`src/rtl/integral_row_feeder.sv`:
```
// Purpose: turns a raster pixel stream into per-column integral / squared-integral / row-prefix words.
// Latency: one word 1 cycle after each accepted pixel; START 1 cycle after a row's last word, FRAME_DONE 1 after last START.
// Backpressure: PIX_READY drops for one cycle at each row end, in FRAME_END and IDLE, and in any FRAME_START cycle.
module integral_row_feeder #(
    parameter int WIN_W = 20,
    parameter int ROWS  = 20,
    parameter int PIX_W = 8,
    parameter int ACC_W = 32
) (
    input  logic               CLK,
    input  logic               RESET_N,
    input  logic               FRAME_START,
    input  logic               PIX_VALID,
    input  logic [PIX_W-1:0]   PIX_IN,
    output logic               PIX_READY,
    output logic [8:0]         ADDR,
    output logic [3*ACC_W-1:0] XYZ_OUT,
    output logic               WORD_VALID,
    output logic               START,
    output logic               FRAME_DONE
);

    localparam int COL_W = (WIN_W > 1) ? $clog2(WIN_W) : 1;
    localparam int ROW_W = $clog2(ROWS + 1);
    localparam logic [COL_W-1:0] COL_LAST = COL_W'(WIN_W - 1);
    localparam logic [ROW_W-1:0] ROW_LAST = ROW_W'(ROWS - 1);

    typedef enum logic [1:0] {
        IDLE      = 2'd0,
        ACCUM     = 2'd1,
        ROW_END   = 2'd2,
        FRAME_END = 2'd3
    } state_t;

    state_t state_q, state_d;

    logic [COL_W-1:0] col_q;
    logic [ROW_W-1:0] row_q;
    logic [ACC_W-1:0] row_sum_q;
    logic [ACC_W-1:0] row_sq_q;
    logic [ACC_W-1:0] colacc [WIN_W];
    logic [ACC_W-1:0] sqacc  [WIN_W];

    logic               xfer;
    logic               start_nxt;
    logic               done_nxt;
    logic [2*PIX_W-1:0] pix_sq_raw;
    logic [ACC_W-1:0]   pix_ext;
    logic [ACC_W-1:0]   pix_sq;
    logic [ACC_W-1:0]   rs_nxt;
    logic [ACC_W-1:0]   rq_nxt;
    logic [ACC_W-1:0]   x_sum;
    logic [ACC_W-1:0]   y_sum;

    assign xfer = PIX_VALID & PIX_READY;

    // Per-pixel arithmetic: running row prefix sums plus the column accumulators above.
    always_comb begin
        pix_sq_raw = {{PIX_W{1'b0}}, PIX_IN} * {{PIX_W{1'b0}}, PIX_IN};
        pix_ext    = ACC_W'(PIX_IN);
        pix_sq     = ACC_W'(pix_sq_raw);
        rs_nxt     = row_sum_q + pix_ext;
        rq_nxt     = row_sq_q + pix_sq;
        x_sum      = colacc[col_q] + rs_nxt;
        y_sum      = sqacc[col_q] + rq_nxt;
    end

    // State register.
    always_ff @(posedge CLK or negedge RESET_N) begin
        if (!RESET_N) begin
            state_q <= IDLE;
        end else begin
            state_q <= state_d;
        end
    end

    // Next-state logic; FRAME_START from any state restarts at row 0.
    always_comb begin
        state_d = state_q;
        if (FRAME_START) begin
            state_d = ACCUM;
        end else begin
            case (state_q)
                IDLE:      state_d = IDLE;
                ACCUM:     if (xfer && (col_q == COL_LAST)) state_d = ROW_END;
                ROW_END:   state_d = (row_q == ROW_LAST) ? FRAME_END : ACCUM;
                FRAME_END: state_d = IDLE;
                default:   state_d = IDLE;
            endcase
        end
    end

    // Output decode; a FRAME_START cycle never accepts a pixel and cancels a pending START.
    always_comb begin
        PIX_READY = (state_q == ACCUM) && !FRAME_START;
        start_nxt = (state_q == ROW_END) && !FRAME_START;
        done_nxt  = (state_q == FRAME_END) && !FRAME_START;
    end

    // Counters, row prefix sums and column accumulators.
    always_ff @(posedge CLK or negedge RESET_N) begin
        if (!RESET_N) begin
            col_q     <= '0;
            row_q     <= '0;
            row_sum_q <= '0;
            row_sq_q  <= '0;
            for (int i = 0; i < WIN_W; i++) begin
                colacc[i] <= '0;
                sqacc[i]  <= '0;
            end
        end else if (FRAME_START) begin
            col_q     <= '0;
            row_q     <= '0;
            row_sum_q <= '0;
            row_sq_q  <= '0;
            for (int i = 0; i < WIN_W; i++) begin
                colacc[i] <= '0;
                sqacc[i]  <= '0;
            end
        end else if (xfer) begin
            colacc[col_q] <= x_sum;
            sqacc[col_q]  <= y_sum;
            row_sum_q     <= rs_nxt;
            row_sq_q      <= rq_nxt;
            col_q         <= (col_q == COL_LAST) ? '0 : col_q + COL_W'(1);
        end else if (state_q == ROW_END) begin
            row_sum_q <= '0;
            row_sq_q  <= '0;
            col_q     <= '0;
            row_q     <= row_q + ROW_W'(1);
        end
    end

    // Registered word and pulse outputs; ADDR/XYZ_OUT hold between words.
    always_ff @(posedge CLK or negedge RESET_N) begin
        if (!RESET_N) begin
            ADDR       <= '0;
            XYZ_OUT    <= '0;
            WORD_VALID <= 1'b0;
            START      <= 1'b0;
            FRAME_DONE <= 1'b0;
        end else begin
            WORD_VALID <= xfer;
            START      <= start_nxt;
            FRAME_DONE <= done_nxt;
            if (xfer) begin
                ADDR    <= 9'(col_q);
                XYZ_OUT <= {x_sum, y_sum, rs_nxt};
            end
        end
    end

endmodule
```
`config.mk`:
```
export PLATFORM = sky130hd
export DESIGN_NAME = integral_row_feeder
export DESIGN_NICKNAME = d
export VERILOG_FILES = /design/src/rtl/integral_row_feeder.sv
export SDC_FILE = /design/constraint.sdc
export NUM_CORES = 2
export LEC_CHECK = 0
export CORE_ASPECT_RATIO = 0.75
export CORE_UTILIZATION = 63
export CTS_CLUSTER_SIZE = 10
export DETAILED_ROUTE_END_ITERATION = 10
export PLACE_DENSITY = 0.8
export SLEW_MARGIN = 40
export SYNTH_ARGS = -nofsm -noshare
export SYNTH_HDL_FRONTEND = slang
export SYNTH_SLANG_ARGS = --single-unit
```
`constraint.sdc`:
```
create_clock -name CLK -period 8.42 [get_ports CLK]
set_input_delay 2.526 -clock CLK [delete_from_list [all_inputs] [get_ports CLK]]
set_output_delay 2.526 -clock CLK [all_outputs]
set_load 0.05 [all_outputs]
```
* Word level (Yosys, flattened, before mapping)
Index checks and enable logic that the tools add are counted.
** Word-level totals
- Register bits after elaboration :: 1460
- Output and inout bits :: 109
- Word-level logic and storage cells :: 110
** Operators by class
- Add/subtract/negate cells :: 6
- Multiply operators :: 1
- Magnitude comparators :: 2
- Eq/ne operators :: 7
- Multiplexer cells :: 30
- Bitwise logic cells :: 2
- Reduce and logical (&&, ||, !) cells :: 12
** Operators with widths (count)
- two-way mux 640 bit :: 4
- bitwise mux 640 bit :: 2
- binary-select mux 32 bit (select 5 bit) :: 2
- two-way mux 32 bit :: 10
- demux 32 bit (select 5 bit) :: 1
- adder 32 bit :: 2
- two-way mux 5 bit :: 7
- adder 32 x 16 -> 32 bit :: 1
- adder 32 x 8 -> 32 bit :: 1
- multiplier 8 x 8 -> 16 bit :: 1
- adder 5 x 1 -> 5 bit, second input constant :: 2
- equality test 5 bit, second input constant :: 2
- >= comparator 6 bit, second input constant :: 1
- less-than comparator 6 x 1 -> 1 bit, second input constant :: 1
- two-way mux 2 bit :: 3
- inverter 5 -> 6 bit :: 1
- one-hot mux 2 bit (3 select lines) :: 1
- logical AND 1 bit :: 5
- equality test 2 bit, second input constant :: 2
- nonzero test 2 bit :: 2
- inequality test 3 bit, second input constant :: 1
- nonzero test 3 bit :: 1
- equality test 2 x 1 -> 1 bit, second input constant :: 1
- logical NOT 2 bit :: 1
- 5 further kinds :: 5

* Logic depth before layout (Yosys ltp)
- Depth after elaboration :: 8
- Mapped depth :: 32
- Gate-level depth less buffers :: 29

* Worst setup path after synthesis
OpenSTA, ideal clock, no wires.
- Kind :: input-to-reg
- From :: input PIX_IN[6]
- To :: register sqacc[254] (netlist name)
- Library setup time :: 0.143 ns
- Arrival time :: 8.756 ns
- Required time :: 8.277 ns
- Path slack :: -0.479 ns
- Stages on the path :: 29
- Path through :: clkbuf_1 and2_1 inv_1 fa_1 inv_1 fa_1 fa_1 inv_1 fa_1 inv_1 ha_1 nand4_1 a211oi_1 nor2_1 o22ai_1 a41o_1 and2_1 nand2_1 xnor2_1 ha_1 clkbuf_1 nand3_1 or2_1 o22ai_1 a21oi_1 o31a_1 a311oi_1 buf_2 a21oi_1
** Between the ends
- Cells in the longest elaborated chain, start to end :: 6
** RTL lines
- start: declaration :: line 14 : input logic [PIX_W-1:0] PIX_IN,
- multiplier 8 x 8 -> 16 bit :: line 59 : pix_sq_raw = {{PIX_W{1'b0}}, PIX_IN} * {{PIX_W{1'b0}}, PIX_IN};
- adder 32 x 16 -> 32 bit :: line 63 : rq_nxt = row_sq_q + pix_sq;
- adder 32 bit :: line 65 : y_sum = sqacc[col_q] + rq_nxt;
- bitwise mux 640 bit :: line 122 : sqacc[col_q] <= y_sum;
- two-way mux 640 bit :: line 120 : end else if (xfer) begin
- two-way mux 640 bit :: line 111 : end else if (FRAME_START) begin
- end signal: indexed assignment :: line 122
- end: declaration :: line 42 : logic [ACC_W-1:0] sqacc [WIN_W];
No other way between the ends. The select of a mux whose other input is x is not followed.
A chain may end at the register's enable or synchronous reset.

* Final worst setup path
- From :: input PIX_IN[5]
- To :: register sqacc[638] (netlist name)
The elaborated chain is that of the path after synthesis.

==> impl_metrics.yaml <==
status:
  outcome: "complete, no violations"
timing:
  finClkSkew_ns: 0.05618
  final_max_slew_viol_count: 0
  worst_slack_ns: 0.1813
  setup_viol: 0
  final_hold_viol_count: 0
  worst-slew-pin-transition_ns: 0.9350
  min_period_over_period_pct: 97.85
  hold_slack_ns: 0.4716
  min_period_ns: 8.239
  slew-limit-headroom_pct: 37.67
  setup_tns_ns: 0
  fmax_mhz: 121.4
clocking:
  clk_pin_slew_ns: 0.05
  htree_levels: 4
  numCtsBuffers: 165
  clock-sinks: 1460
  root_buffer: "clkbuf_16"
  clk_path_buf_depth: 3
  cts_tree: "yes"
  insertion_delay_ns: 0.82
power_and_ir_drop:
  power.switching_uw: 7827
  p_seq_share_pct: 34.5
  power.share.combinational_pct: 35.7
  peakVddDrop_uv: 587.9
  p_per_area_mw_per_mm2: 268.7
  clkPwrFrac_pct: 29.8
  p_int_uw: 13610
  swShare_pct: 36.51
  p_leak_uw: 0.03594
synthesis:
  synthAdderAreaFrac_pct: 3.302
  synth_edf_count: 0
  synthXorXnorAreaFrac_pct: 1.512
  muxShareOfSynthArea_pct: 12.59
  synth_compound_area_share_pct: 15.16
  syn_area_per_cell_sq_um: 11.09
  synth_top_family_by_area: "compound AO/OA/AOI/OAI gates"
  yosysWarnings: 0
  syn_area_sq_mm: 0.07010
  ys_seq_area_share_pct: 52.12
  synth_simple_gate_area_share_pct: 11.07
  syn_inst: 6323
  async_flop_share_pct: 100.0
  synth_seq_cells: 1460
  synth-main-ff-cell: "dfrtp_1"
  ys_types: 71
final_layout:
  area_delta_synth_final_pct: 13.80
  drive_above_1_share_pct: 18.68
  layout_commonest_cell: "dfrtp_1"
  final_util_pct: 72.64
  stdcell_area_sq_mm: 0.07978
  layout.nets: 6547
  fill_cells: 6967
  most-common-layout-cells: "dfrtp_1, o21ai_0, nand3_1"
detailed_routing:
  drt_iter0_markers: 8618
  num_vias: 56680
  viasPerCell: 7.223
  wl_per_cell_um: 28.87
  routed_wl_um: 226600
  postRouteAntennaNets: 0
  dr.pass1.iters: 9
  route.detailed.drc: 0
critical_path:
  cp_max_fo: 10
  worst-path-buf-inv: 7
  critPathKind: "in2reg"
  crit_path_end_kind: "flip-flop"
  reg2reg_slack_ns: 1.85
  crit_start: "PIX_IN[5]"
  cp_slowest_cell: "fa_2"
  cpPeakStageDelay_ns: 0.62
  path_delay_family: "adder cells"
  rr_worst_depth: 26
  cp.required_ns: 9.07
  arrival_ns: 8.89
  r2r_end: "sqacc[638]"
  start_kind: "input port"
  r2r_start: "row_sq_q[7]"
job:
  drv_cap: 0
global_routing:
  grt-ovfl-total: 0
  grt_max_degree: 207
  antenna_found_initial: 18
  grt_pass1_wl_um: 346500
  grt_pass1_vias: 56360
  grt_use_total_pct: 40.74
placed_design:
  dp_worst_setup_slack_ns: -0.9710
  placed_area_sq_mm: 0.07438
  port-buffer-count: 116
  place_congestion: 0.9687
  hpwl_um: 133700
floorplanning:
  die_h_um: 290.9
  initial_core_util_pct: 63.83
  io_pins: 121
  die_w_um: 387.2
  die_area_sq_mm: 0.1126
  core_sq_mm: 0.1098
  num_rows: 105
worst_hold_path:
  hold_end: "sqacc[568]"
  hold_path.class: "reg2reg"
  hold_start: "sqacc[568]"
  hold_depth: 2
## metal layers
metal	up-vias	GRT usage, %	wire [um]
met5	-	0	170
met4	24	17.73	10260
met3	854	17.16	36760
met2	4557	56.87	96470
met1	28180	56.14	82910
li1	23070	-	-
## power by group through the flow
stage	Sequential [uW]	Clock, uW	Combinational (uW)
2_1_floorplan	7790	0	3510
3_3_place_gp	7530	0	7000
3_5_place_dp	7520	0	7140
4_1_cts	7400	6380	7320
5_1_grt	7410	6680	8090
6_report	7400	6380	7660
## worst reg2reg max path, delay by kind of cell (launching register included)
| kind | cells | cell delay, ns |
|---|---|---|
| adder cells (fa/ha/maj) | 6 | 2.61 |
| AO/OA/AOI/OAI | 8 | 1.61 |
| AND/OR/NAND/NOR | 3 | 0.96 |
| buffers and inverters | 8 | 0.89 |
| flip-flops | 1 | 0.33 |
| XOR/XNOR | 1 | 0.07 |
## cells in the mapped netlist (all sizes together), types with 25 or more instances
cell type	count	area, sq um
nor2	124	465.5
clkbuf	516	1941
mux4	380	8558
a31oi	25	156.4
dfrtp	1460	36540
a21o	88	660.6
buf	136	618.1
o21ai	1046	5310
xnor2	70	613.1
fa	40	800.8
a22o	314	2750
a21oi	183	915.9
xor2	51	446.7
ha	121	1514
nand3	890	4454
inv	110	412.9
and3	36	225.2
nand2	465	1745
and2	36	225.2
## state kept, by name, summed over array words and instances, names as in the netlist, 2 cells and up
name / count
row_q: 5
ADDR: 5
colacc: 640
col_q: 5
state_q: 2
sqacc: 640
row_sum_q: 32
XYZ_OUT: 96
row_sq_q: 32
## cell families (layout without fill, tap and decap cells)
kind of cell	Yosys count	count (layout)
other	1	10
adders and majority gates	161	161
muxes	405	405
AOI/OAI and AO/OA	1757	1757
and+or+nand+nor	1656	1656
xor gates and xnor gates	121	121
buffers and inverters	762	833
DFF	1460	1460
## metrics by stage
step                instances  power (uW)
finish                   7847       21440
global route             7841       22180
global placement         7603       14520
detailed placement       7607       14660
floorplan                6326       11300
CTS                      7824       21100
## timing repair
| action | CTS | global route |
|---|---|---|
| gates cloned | 1 | 2 |
| endpoints found under the setup margin | 203 | 287 |
| resized for setup | 35 | 52 |
| hold buffers | 0 | 0 |
| pin swaps | 19 | 29 |
| buffers inserted | 26 | 5 |
## cell type report
cell class	instances	area, sq um	share of cell area, %
well taps	1444	1807	2.265
inverters	110	427.9	0.5364
flip-flops and latches	1460	36550	45.81
clock buffers	174	4214	5.282
diodes	6	15.01	0.01882
clock inverters	16	259.0	0.3246
multi-input cells	4104	31500	39.49
repair buffers	533	5009	6.278
## worst max path at each step
stage	endpoint	slack, ns	depth (start not counted)
after floorplan	sqacc[606]	-0.006	25
after global placement	sqacc[604]	-0.82	28
after detailed placement	sqacc[249]	-0.97	29
after CTS	sqacc[478]	0.004	27
after global routing	sqacc[542]	-0.003	29
final	sqacc[638]	0.18	26
Note: power is estimated with default switching activity, not from simulation.
